**config.mk**
```make
export PLATFORM = sky130hd
export DESIGN_NAME = weight_load_ctrl_flat
export DESIGN_NICKNAME = d
export VERILOG_FILES = /design/src/rtl/weight_load_ctrl_pkg.sv /design/src/rtl/weight_load_ctrl_if.sv /design/src/rtl/weight_load_ctrl_decode.sv /design/src/rtl/weight_load_ctrl.sv /design/src/flat_wrapper.sv
export SDC_FILE = /design/constraint.sdc
export NUM_CORES = 1
export LEC_CHECK = 0
export CORE_ASPECT_RATIO = 1.2
export CORE_UTILIZATION = 45
export DETAILED_ROUTE_END_ITERATION = 8
export PLACE_DENSITY = 0.76
export SKIP_CTS_REPAIR_TIMING = 1
export SYNTH_ARGS = -nofsm -noshare
export SYNTH_HDL_FRONTEND = slang
export SYNTH_HIERARCHICAL = 1
export SYNTH_SLANG_ARGS = --single-unit
```
**constraint.sdc**
```tcl
create_clock -name clk -period 6.28 [get_ports clk]
set_input_delay 0.942 -clock clk [delete_from_list [all_inputs] [get_ports clk]]
set_output_delay 0.942 -clock clk [all_outputs]
set_load 0.03 [all_outputs]
```
**src/rtl/weight_load_ctrl_pkg.sv**
```systemverilog
// weight_load_ctrl_pkg: mode encodings, FSM states and weight-table constants
package weight_load_ctrl_pkg;
  typedef enum logic [2:0] {
    MODE_CONV   = 3'd0,
    MODE_SPARSE = 3'd1,
    MODE_DW     = 3'd2,
    MODE_FC     = 3'd3,
    MODE_CONVP  = 3'd4,
    MODE_DWALT  = 3'd5
  } mode_e;
  typedef enum logic [2:0] {S_IDLE, S_LOAD, S_START, S_RUN, S_DONE} state_e;
  localparam logic [1:0] WR_CNT_SPARSE = 2'd2;
  localparam logic [1:0] WR_CNT_DW16   = 2'd3;
  localparam logic [1:0] WR_CNT_DW8    = 2'd1;
  localparam logic [2:0] SEQ_MAX_SP16  = 3'd3;
  localparam logic [2:0] SEQ_MAX_SP8   = 3'd1;
  localparam logic [2:0] SEQ_MAX_DW    = 3'd4;
endpackage

```
**src/rtl/weight_load_ctrl_if.sv**
```systemverilog
// weight_load_ctrl_if: config, line-buffer, weight-register and datapath handshake bundle
interface weight_load_ctrl_if #(parameter int CNT_W = 16);
  logic             cfg_start;
  logic             cfg_abort;
  logic [2:0]       cfg_mode;
  logic             cfg_double_byte;
  logic [CNT_W-1:0] cfg_group_num;
  logic             lb_rd_req;
  logic             lb_rd_vld;
  logic             weight_wr_vld;
  logic [1:0]       weight_reg_wr_cnt;
  logic             conv3d_start;
  logic [2:0]       weight_out_sequence;
  logic             step_en;
  logic             busy;
  logic [CNT_W-1:0] group_idx;
  logic             done;
  modport master (
    output cfg_start, cfg_abort, cfg_mode, cfg_double_byte, cfg_group_num, lb_rd_vld, step_en,
    input  lb_rd_req, weight_wr_vld, weight_reg_wr_cnt, conv3d_start, weight_out_sequence,
           busy, group_idx, done
  );
  modport slave (
    input  cfg_start, cfg_abort, cfg_mode, cfg_double_byte, cfg_group_num, lb_rd_vld, step_en,
    output lb_rd_req, weight_wr_vld, weight_reg_wr_cnt, conv3d_start, weight_out_sequence,
           busy, group_idx, done
  );
endinterface

```
**src/rtl/weight_load_ctrl_decode.sv**
```systemverilog
// weight_load_ctrl_decode: mode/precision -> beats-per-group minus 1 and last slice index
module weight_load_ctrl_decode
  import weight_load_ctrl_pkg::*;
(
  input  logic [2:0] mode_i,
  input  logic       dbl_i,
  output logic [1:0] wr_cnt_o,
  output logic [2:0] seq_max_o
);
  logic dw;
  assign dw = (mode_i == MODE_DW) || (mode_i == MODE_DWALT);
  always_comb begin
    wr_cnt_o  = (mode_i == MODE_SPARSE) ? WR_CNT_SPARSE :
                dw ? (dbl_i ? WR_CNT_DW16 : WR_CNT_DW8) : 2'd0;
    seq_max_o = (mode_i == MODE_SPARSE) ? (dbl_i ? SEQ_MAX_SP16 : SEQ_MAX_SP8) :
                dw ? SEQ_MAX_DW : 3'd0;
  end
endmodule

```
**src/rtl/weight_load_ctrl.sv**
```systemverilog
// weight_load_ctrl: per-group weight fetch, conv3d kick-off and slice stepping for one job
module weight_load_ctrl
  import weight_load_ctrl_pkg::*;
#(
  parameter int CNT_W = 16
) (
  input logic               clk,
  input logic               rstn,
  weight_load_ctrl_if.slave bus
);
  state_e           state_q, state_d;
  logic [2:0]       mode_q, mode_d;
  logic             dbl_q, dbl_d;
  logic [CNT_W-1:0] gnum_q, gnum_d;
  logic [CNT_W-1:0] gidx_q, gidx_d;
  logic [1:0]       beat_q, beat_d;
  logic [2:0]       seq_q, seq_d;
  logic [1:0]       wr_cnt;
  logic [2:0]       seq_max;
  logic [CNT_W-1:0] gmax;
  logic             last;
  weight_load_ctrl_decode u_dec (
    .mode_i   (mode_q),
    .dbl_i    (dbl_q),
    .wr_cnt_o (wr_cnt),
    .seq_max_o(seq_max)
  );
  // a zero group count runs a single group
  assign gmax = (gnum_q == '0) ? '0 : gnum_q - 1'b1;
  assign last = gidx_q == gmax;
  always_ff @(posedge clk or negedge rstn) begin
    if (!rstn) begin
      state_q <= S_IDLE;
      mode_q  <= '0;
      dbl_q   <= 1'b0;
      gnum_q  <= '0;
      gidx_q  <= '0;
      beat_q  <= '0;
      seq_q   <= '0;
    end else begin
      state_q <= state_d;
      mode_q  <= mode_d;
      dbl_q   <= dbl_d;
      gnum_q  <= gnum_d;
      gidx_q  <= gidx_d;
      beat_q  <= beat_d;
      seq_q   <= seq_d;
    end
  end
  always_comb begin
    state_d = state_q;
    mode_d  = mode_q;
    dbl_d   = dbl_q;
    gnum_d  = gnum_q;
    gidx_d  = gidx_q;
    beat_d  = beat_q;
    seq_d   = seq_q;
    if (bus.cfg_abort) begin
      state_d = S_IDLE;
      gidx_d  = '0;
      beat_d  = '0;
      seq_d   = '0;
    end else begin
      unique case (state_q)
        S_IDLE: if (bus.cfg_start) begin
          state_d = S_LOAD;
          mode_d  = bus.cfg_mode;
          dbl_d   = bus.cfg_double_byte;
          gnum_d  = bus.cfg_group_num;
        end
        S_LOAD: if (bus.lb_rd_vld) begin
          beat_d  = (beat_q == wr_cnt) ? 2'd0 : beat_q + 2'd1;
          state_d = (beat_q == wr_cnt) ? S_START : S_LOAD;
        end
        S_START: begin
          seq_d   = '0;
          state_d = S_RUN;
        end
        S_RUN: if (bus.step_en) begin
          seq_d = (seq_q < seq_max) ? seq_q + 3'd1 : 3'd0;
          if (seq_q >= seq_max) begin
            state_d = last ? S_DONE : S_LOAD;
            gidx_d  = last ? gidx_q : gidx_q + 1'b1;
          end
        end
        S_DONE: begin
          state_d = S_IDLE;
          gidx_d  = '0;
        end
        default: state_d = S_IDLE;
      endcase
    end
  end
  assign bus.lb_rd_req           = state_q == S_LOAD;
  assign bus.weight_wr_vld       = bus.lb_rd_vld && (state_q == S_LOAD);
  assign bus.weight_reg_wr_cnt   = wr_cnt;
  assign bus.conv3d_start        = state_q == S_START;
  assign bus.weight_out_sequence = seq_q;
  assign bus.busy                = state_q != S_IDLE;
  assign bus.group_idx           = gidx_q;
  assign bus.done                = state_q == S_DONE;
endmodule
```
**src/flat_wrapper.sv**
```systemverilog
// flat-port wrapper written by rule: the top's interface ports become plain ports
module weight_load_ctrl_flat import weight_load_ctrl_pkg::*;
#(
  parameter int CNT_W = 16
)
  (clk, rstn, bus_cfg_start, bus_cfg_abort, bus_cfg_mode, bus_cfg_double_byte, bus_cfg_group_num, bus_lb_rd_vld, bus_step_en, bus_lb_rd_req, bus_weight_wr_vld, bus_weight_reg_wr_cnt, bus_conv3d_start, bus_weight_out_sequence, bus_busy, bus_group_idx, bus_done);
  weight_load_ctrl_if #(.CNT_W(CNT_W)) bus_i ();
  input logic clk;
  input logic rstn;
  input wire logic [$bits(bus_i.cfg_start)-1:0] bus_cfg_start;
  input wire logic [$bits(bus_i.cfg_abort)-1:0] bus_cfg_abort;
  input wire logic [$bits(bus_i.cfg_mode)-1:0] bus_cfg_mode;
  input wire logic [$bits(bus_i.cfg_double_byte)-1:0] bus_cfg_double_byte;
  input wire logic [$bits(bus_i.cfg_group_num)-1:0] bus_cfg_group_num;
  input wire logic [$bits(bus_i.lb_rd_vld)-1:0] bus_lb_rd_vld;
  input wire logic [$bits(bus_i.step_en)-1:0] bus_step_en;
  output wire logic [$bits(bus_i.lb_rd_req)-1:0] bus_lb_rd_req;
  output wire logic [$bits(bus_i.weight_wr_vld)-1:0] bus_weight_wr_vld;
  output wire logic [$bits(bus_i.weight_reg_wr_cnt)-1:0] bus_weight_reg_wr_cnt;
  output wire logic [$bits(bus_i.conv3d_start)-1:0] bus_conv3d_start;
  output wire logic [$bits(bus_i.weight_out_sequence)-1:0] bus_weight_out_sequence;
  output wire logic [$bits(bus_i.busy)-1:0] bus_busy;
  output wire logic [$bits(bus_i.group_idx)-1:0] bus_group_idx;
  output wire logic [$bits(bus_i.done)-1:0] bus_done;
  assign bus_i.cfg_start = bus_cfg_start;
  assign bus_i.cfg_abort = bus_cfg_abort;
  assign bus_i.cfg_mode = bus_cfg_mode;
  assign bus_i.cfg_double_byte = bus_cfg_double_byte;
  assign bus_i.cfg_group_num = bus_cfg_group_num;
  assign bus_i.lb_rd_vld = bus_lb_rd_vld;
  assign bus_i.step_en = bus_step_en;
  assign bus_lb_rd_req = bus_i.lb_rd_req;
  assign bus_weight_wr_vld = bus_i.weight_wr_vld;
  assign bus_weight_reg_wr_cnt = bus_i.weight_reg_wr_cnt;
  assign bus_conv3d_start = bus_i.conv3d_start;
  assign bus_weight_out_sequence = bus_i.weight_out_sequence;
  assign bus_busy = bus_i.busy;
  assign bus_group_idx = bus_i.group_idx;
  assign bus_done = bus_i.done;
  weight_load_ctrl #(.CNT_W(CNT_W)) u_core (.clk(clk), .rstn(rstn), .bus(bus_i));
endmodule
```
Word level (Yosys, flattened, before mapping)
Cells that the tools add are included.

storage, ports and cells
  bits in registers = 44
  bits of input ports = 26
  output and inout bits = 26
  logic and storage cells = 70

operators by class
  add/subtract/negate cells = 4
  $lt $le $gt $ge = 2
  eq/ne operators = 14
  multiplexer cells = 28
  bitwise operators = 1
  reduce and logical (&&, ||, !) cells = 14

operators by type and width
  kind                     count
  $mux W16                 5
  $mux W3                  11
  $pmux W16 S2             1
  $mux W2                  9
  $add A16 B1 Y16 const B  1
  $eq A16 B16 Y1           1
  $logic_not A16 Y1        1
  $sub A16 B1 Y16 const B  1
  $ne A3 B3 Y1 const B     4
  $pmux W3 S4              1
  $eq A3 B2 Y1 const B     3
  $reduce_bool A3 Y1       3
  $reduce_and A4 Y1        2
  $eq A3 B1 Y1 const B     2
  $eq A3 B3 Y1 const B     2
  $pmux W3 S2              1
  $reduce_and A2 Y1        2
  $reduce_bool A2 Y1       2
  $add A3 B1 Y3 const B    1
  $ge A3 B3 Y1             1
  $logic_not A3 Y1         1
  $lt A3 B3 Y1             1
  $ne A3 B2 Y1 const B     1
  $reduce_and A3 Y1        1
  5 further kinds          5

Depth between registers and ports, before layout
Gate-level depths: netlist of run 1.

  depth after elaboration = 9
  gate-level depth with buffers = 15
  gate-level depth less buffers = 11

Modules after synthesis
The synthesis of run 1 kept the hierarchy.

by module, submodules not included
  module                   times used  cells an instance  area each (µm²)  sequential area each (µm²)
  weight_load_ctrl         1           329                3125.5           1101.1
  weight_load_ctrl_decode  1           9                  56.3             0.0

Worst setup path after synthesis of run 1
Ideal clock, no wire load.

  kind = reg-to-reg
  from = reg u_core.gnum_q[0]
  to = reg u_core.gidx_q[14] (netlist: u_core/bus.group_idx[14])
  setup time = 0.079 ns
  arrival = 2.878 ns
  required time = 6.201 ns
  slack = 3.323 ns
  cell stages (with the launch flop) = 14
  buffers on the path = 2
  period minus slack after synthesis = 2.957 ns
  cell sequence = dfrtp_1 clkbuf_1 inv_1 ha_1 clkbuf_1 nor3b_1 nand4_1 o2111a_1 or3_1 nand4_1 or3_4 o2111ai_4 or4_1 a21oi_1

on the way
  cells in the longest elaborated chain, start to end = 5
  elaborated cells on any way between the ends = 6
  classes of those cells = 1 x add/sub; 2 x eq/ne; 1 x mux; 2 x reduce/logical

RTL lines
  item                                                         RTL line                RTL
  start: declaration                                           weight_load_ctrl.sv:14  logic [CNT_W-1:0] gnum_q, gnum_d;
  start signal: assignment                                     weight_load_ctrl.sv:44  gnum_q <= gnum_d;
  $sub A16 B1 Y16 / $logic_not A16 Y1 (equally long branches)  weight_load_ctrl.sv:29  assign gmax = (gnum_q == '0) ? '0 : gnum_q - 1'b1;
  $mux W16 (*)                                                 weight_load_ctrl.sv:29
  $eq A16 B16 Y1 (*)                                           weight_load_ctrl.sv:30  assign last = gidx_q == gmax;
  $ne A3 B3 Y1 (no source line) (*)                            -
  $reduce_and A4 Y1 (no source line) (*)                       -
  end signal: assignment                                       weight_load_ctrl.sv:45  gidx_q <= gidx_d;
  end: declaration                                             weight_load_ctrl.sv:15  logic [CNT_W-1:0] gidx_q, gidx_d;

Mark *: on every way between the ends. The rest lies on a longest branch, timed or not.
A chain may end at the register's enable or synchronous reset.

Worst setup path in the final report of run 1
  from = reg u_core.gnum_q[0]
  to = reg u_core.gidx_q[3] (netlist: u_core/bus.group_idx[3])

The elaborated chain is that of the path after synthesis.

==> results of run 1 <==
## per-layer routing
layer	track usage, %	share of wire, %
met5	0	0
met4	8.951	2.1
met3	4.466	5.2
met2	37.32	50
met1	24.62	43
## cell type report
class	count	area, sq um	area share, %
Clock buffer	7	96.34	2.541
Clock inverter	1	30.03	0.7921
Inverter	10	37.54	0.9901
Multi-Input combinational cell	265	1912	50.43
Sequential cell	44	1101	29.04
Tap cell	87	108.9	2.871
Timing Repair Buffer	51	505.5	13.33
## registers in the layout, indices dropped and copies added, names as in the netlist
register	flops
u_core/bus.weight_out_sequence	3
u_core/dbl_q	1
u_core/beat_q	2
u_core/state_q	3
u_core/gnum_q	16
u_core/mode_q	3
u_core/bus.group_idx	16
## power breakdown
part / switching [mW] / leakage (nW) / internal [mW]
combinational: 0.333 / 0.856 / 0.307
clock: 0.0991 / 0.0645 / 0.140
sequential: 0.146 / 0.567 / 0.360
## critical path: stages, from the launching register on
cell and delay [ps]:
dfrtp_1 470, inv_1 90, ha_1 450, nor3b_1 390
xnor2_1 170, o211ai_1 120, a2111oi_2 380, nand4_1 260
or3_4 470, o21bai_4 370, o21ai_0 160, a21oi_1 150
## final timing paths
path / start / to / slack (ps) / cells after the start
worst min-delay path: u_core/bus.weight_out_sequence[2]$_DFFE_PN0P_ / u_core/bus.weight_out_sequence[2]$_DFFE_PN0P_ / 520 / 1
max in group asynchronous: rstn / u_core/bus.group_idx[13]$_DFFE_PN0P_ / 4850 / 1
worst max-delay path: u_core/gnum_q[0]$_DFFE_PN0P_ / u_core/bus.group_idx[3]$_DFFE_PN0P_ / 2720 / 11
worst min register to register: u_core/bus.weight_out_sequence[2]$_DFFE_PN0P_ / u_core/bus.weight_out_sequence[2]$_DFFE_PN0P_ / 520 / 1
worst max register to register: u_core/gnum_q[0]$_DFFE_PN0P_ / u_core/bus.group_idx[3]$_DFFE_PN0P_ / 2720 / 11
min in group asynchronous: rstn / u_core/mode_q[0]$_DFFE_PN0P_ / 810 / 1
## through the flow
stage / power (mW) / std cells / utilization, % / setup slack (ps) / area, sq um
after floorplan: 0.9952 / 338 / - / 3323 / 3182
after global placement: 1.124 / 457 / 53.47 / 2662 / 3665
after detailed placement: 1.143 / 457 / 53.47 / 2592 / 3665
after CTS: 1.391 / 465 / 55.31 / 2773 / 3791
after global routing: 1.483 / 465 / 55.31 / 2469 / 3791
final: 1.386 / 465 / 55.31 / 2716 / 3791
## kinds of logic (layout without fill, tap and decap cells)
group	after synthesis	in the layout	share of synthesized area, %
adder cells (fa/ha/maj)	6	6	2.359
flip-flops	44	44	34.60
multiplexers	27	27	9.359
AND/OR/NAND/NOR	141	141	26.66
XOR/XNOR	18	18	4.955
AO/OA/AOI/OAI	73	73	16.75
buffers and inverters	29	69	5.308
## Yosys cell counts, types with 5 or more instances
cell	instances	area, sq um
nand4_1	6	37.54
mux2i_1	5	50.05
mux2_2	22	247.7
or3_1	15	93.84
or4_1	8	60.06
inv_1	10	37.54
nor2_1	24	90.09
a21oi_1	15	75.07
dfrtp_1	44	1101
xor2_1	7	61.31
nand2b_1	8	50.05
xnor2_1	11	96.34
o21ai_0	15	75.07
nand2_1	23	86.33
ha_1	6	75.07
nand3_1	9	45.04
clkbuf_1	9	33.78
nor3b_1	5	37.54
nor2b_1	5	31.28
nor3_1	9	45.04
==> impl_metrics.csv, run 1 <==
group,metric,value,unit
run_status,status,"completed",
grt,grt_pass1_vias,2701,
grt,gr-total-overflow,0,
power_and_ir_drop,p_leak,1.487,nW
cts,cts_root_buf,"clkbuf_8",
die,die_h,94.11,microns
hold_path,min_path_type,"reg -> reg",
placement,place_congestion,0.8139,
sta,rsz0062_at_grt,"false",
power_and_ir_drop,power_density,365.5,nW/um^2
layout,drive_gt1_share,14.02,%
die,die_width,78.76,microns
sta,final_min_period_over_clock_period,56.76,%
routing,drcViolationCount,0,
synth,ys_types,64,
critical_path,path_class,"reg -> reg",
routing,viasPerCell,5.944,
routing,num_vias,2764,
cts,clock-sinks,44,
synth,synth_async_sr_flop_share,100.0,%
cts,cts_buffers,5,
layout,fin_nets,409,
critical_path,critical_path.max_fanout,20,
synth,netlist_area,3182,sq um
sta,max_slew_margin,32.72,%
grt,grt_antenna_before_repair,0,
placement,dp_hpwl,5.281,mm
flow_run,drv_cap,0,
grt,grt_usage,21.19,%
sta,finalSetupTns,0,ps
grt,grt_pass1_wl,12.31,mm
die,core_area,6854,sq um
sta,setup_viol,0,
critical_path,crit_path_end_kind,"register",
die,pin_count,52,
synth,ys.warnings.count,6,
grt,grt_max_degree,45,
sta,fin_hold_ws,520.1,ps
die,dieArea,7412,sq um
routing,wl_per_cell,15.78,microns
synth,syn_nets,370,
sta,final.min_clock_period,3564,ps
placement,io_buffers,51,
routing,drt-initial-drc-count,131,
synth,seq_area_frac_synth,34.60,%
critical_path,start_kind,"register",
routing,final_antenna_net_count,0,
layout,layout_common_cells,"50 x clkdlybuf4s50_1, 44 x dfrtp_1, 24 x nor2_1",
die,start_util,46.42,%
cts,h-tree-depth,2,
die,rows,33,
synth,synth_cells,338,
critical_path,cp.arrival,3790,ps
cts,worst_skew_pair.late_latency,300,ps
power_and_ir_drop,irDropWorstVdd,0.0002240,V
critical_path,required,6510,ps
layout,final_common_cell,"clkdlybuf4s50_1",
layout,nFillCells,630,
sta,hold_violations,0,
sta,fmax,280.6,MHz
synth,avgSynthCellArea,9.414,sq um
sta,worst_slew_pin_slew,1009,ps
sta,fin_skew,4.291,ps
synth,synth_edf_count,0,
routing,wl,7.336,mm
routing,drt-pass1-iter-count,4,
synth,ys_ff_latch,44,
sta,slew_violations,0,
cts,cts_tree,"yes",
layout,syn_to_final_growth,19.15,%
synth,synthFlopType,"dfrtp_1",
cts,clkSlewWorstSetupHoldPaths,80,ps
layout,diodes,0,
cts,cts.path.max_buffers,2,
Note: power is estimated with default switching activity, not from simulation.
==> run 2: changes to the inputs <==
clock period = 3.63 ns   (was 6.28 ns; I/O delays follow)
==> impl_metrics.csv, run 2 (synthesis results as in run 1) <==
group,metric,value,unit
layout,instances_no_fill,468,
layout,layout_common_cells,"50 x clkdlybuf4s50_1, 44 x dfrtp_1, 24 x nor2_1",
critical_path,cp_common_cell,"nand4_1",
cts,cts.path.max_buffers,2,
critical_path,crit_path_end_kind,"register",
layout,diodes,0,
placement,io_buffers,51,
critical_path,cp.arrival,3400,ps
critical_path,timing.rr.end,"u_core/bus.group_idx[14]$_DFFE_PN0P_",
power_and_ir_drop,irDropWorstVdd,0.0004533,V
cts,cts_tree,"yes",
die,die_h,94.11,microns
critical_path,crit_buf_inv,2,
grt,grt_max_degree,45,
critical_path,path_class,"reg -> reg",
critical_path,rrSetupSlack,460,ps
layout,syn_to_final_growth,19.27,%
critical_path,r2r_start,"u_core/gnum_q[0]$_DFFE_PN0P_",
sta,final_min_period_over_clock_period,87.46,%
critical_path,crit_chain,"inv_1 > ha_1 > buf_4 > nor3b_1 > nand4_1 > o2111a_1 > or3_1 > nand4_1 > or3_4 > o2111ai_4 > or4_1 > a21oi_1",
die,die_width,78.76,microns
layout,final_common_cell,"clkdlybuf4s50_1",
sta,rsz0062_at_grt,"false",
run_status,status,"completed",
grt,grt_pass1_vias,2686,
layout,fin_nets,412,
grt,grt_antenna_before_repair,0,
sta,slew_violations,0,
sta,finalSetupTns,0,ps
die,core_area,6854,sq um
routing,wl_per_cell,16.05,microns
grt,grt_pass1_wl,12.62,mm
layout,drive_gt1_share,14.44,%
routing,wl,7.510,mm
flow_run,drv_cap,0,
routing,drt-initial-drc-count,157,
power_and_ir_drop,p_leak,1.492,nW
routing,drcViolationCount,0,
placement,dp.cells,460,
die,dieArea,7412,sq um
layout,final_area,3795,sq um
grt,gr-total-overflow,0,
critical_path,cp_top_family,"simple AND/OR/NAND/NOR gates",
sta,final.min_clock_period,3175,ps
cts,h-tree-depth,2,
cts,cts_root_buf,"clkbuf_8",
routing,final_antenna_net_count,0,
sta,worst_slew_pin_slew,1051,ps
placement,preCtsSetupSlack,508.1,ps
sta,hold_violations,0,
critical_path,start_kind,"register",
sta,max_slew_margin,29.92,%
routing,viasPerCell,5.915,
placement,dp_hpwl,5.389,mm
critical_path,critPathSlowestCell,"or4_1",
die,start_util,46.42,%
sta,setup_viol,0,
cts,clock-sinks,44,
critical_path,critical_path.max_fanout,11,
routing,num_vias,2768,
die,rows,33,
critical_path,max_stage_delay,500,ps
die,pin_count,52,
sta,fin_skew,10.56,ps
critical_path,reg2regPathDepth,12,
power_and_ir_drop,power_density,623.8,nW/um^2
cts,cts_buffers,5,
critical_path,required,3850,ps
placement,place_area,3687,sq um
sta,fmax,315.0,MHz
hold_path,min_path_type,"in -> async",
cts,worst_skew_pair.late_latency,300,ps
cts,clkSlewWorstSetupHoldPaths,90,ps
routing,drt-pass1-iter-count,6,
grt,grt_usage,21.62,%
placement,place_congestion,0.8266,
sta,setup_ws,455.3,ps
==> run 2: how the worst max path moves through the flow <==
stage	start	endpoint	slack [ps]	depth (start not counted)
after floorplan	u_core/gnum_q[0]$_DFFE_PN0P_	u_core/bus.group_idx[14]$_DFFE_PN0P_	670	13
after global placement	bus_cfg_abort	u_core/bus.group_idx[13]$_DFFE_PN0P_	530	8
after detailed placement	bus_cfg_abort	u_core/bus.group_idx[13]$_DFFE_PN0P_	510	8
after CTS	u_core/gnum_q[6]$_DFFE_PN0P_	u_core/bus.group_idx[5]$_DFFE_PN0P_	510	9
after global routing	u_core/gnum_q[6]$_DFFE_PN0P_	u_core/bus.group_idx[3]$_DFFE_PN0P_	240	9
final	u_core/gnum_q[0]$_DFFE_PN0P_	u_core/bus.group_idx[14]$_DFFE_PN0P_	460	12
==> run 2: power by group <==
part / total, mW / switching (mW) / internal, mW
registers: 0.870 / 0.246 / 0.624
clock network: 0.375 / 0.170 / 0.204
logic: 1.12 / 0.581 / 0.542
==> run 2: cell type report <==
cell class	instances	area, sq um
tap	87	108.9
timing repair buffer	54	528.0
sequential	44	1101
fill	662	3059
inverter	10	37.54
clock inverter	2	35.03
clock buffer	6	72.57
multi-input combinational	265	1912
==> run 2: routing by layer <==
metal,track usage (%),up-vias,share of wire (%)
met5,0,-,0
met4,6.790,0,1.4
met3,3.204,11,4.7
met2,37.97,79,50
met1,26.97,1347,44
li1,-,1331,-
==> run 2: worst reg2reg max path, stage by stage (launching register included) <==
cell and delay (ps):
dfrtp_1 470, inv_1 90, ha_1 160, buf_4 180
nor3b_1 200, nand4_1 260, o2111a_1 240, or3_1 330
nand4_1 140, or3_4 180, o2111ai_4 160, or4_1 500
a21oi_1 180
==> run 2: per-stage QoR <==
| step | utilization [%] | total power, mW | hold slack, ps |
|---|---|---|---|
| global route | 55.37 | 2.534 | 510.9 |
| detailed placement | 53.80 | 1.988 | 525.2 |
| finish | 55.37 | 2.367 | 425.7 |
| CTS | 55.37 | 2.371 | 462.7 |
| floorplan | - | 1.722 | 248.9 |
| global placement | 53.80 | 1.955 | 506.7 |
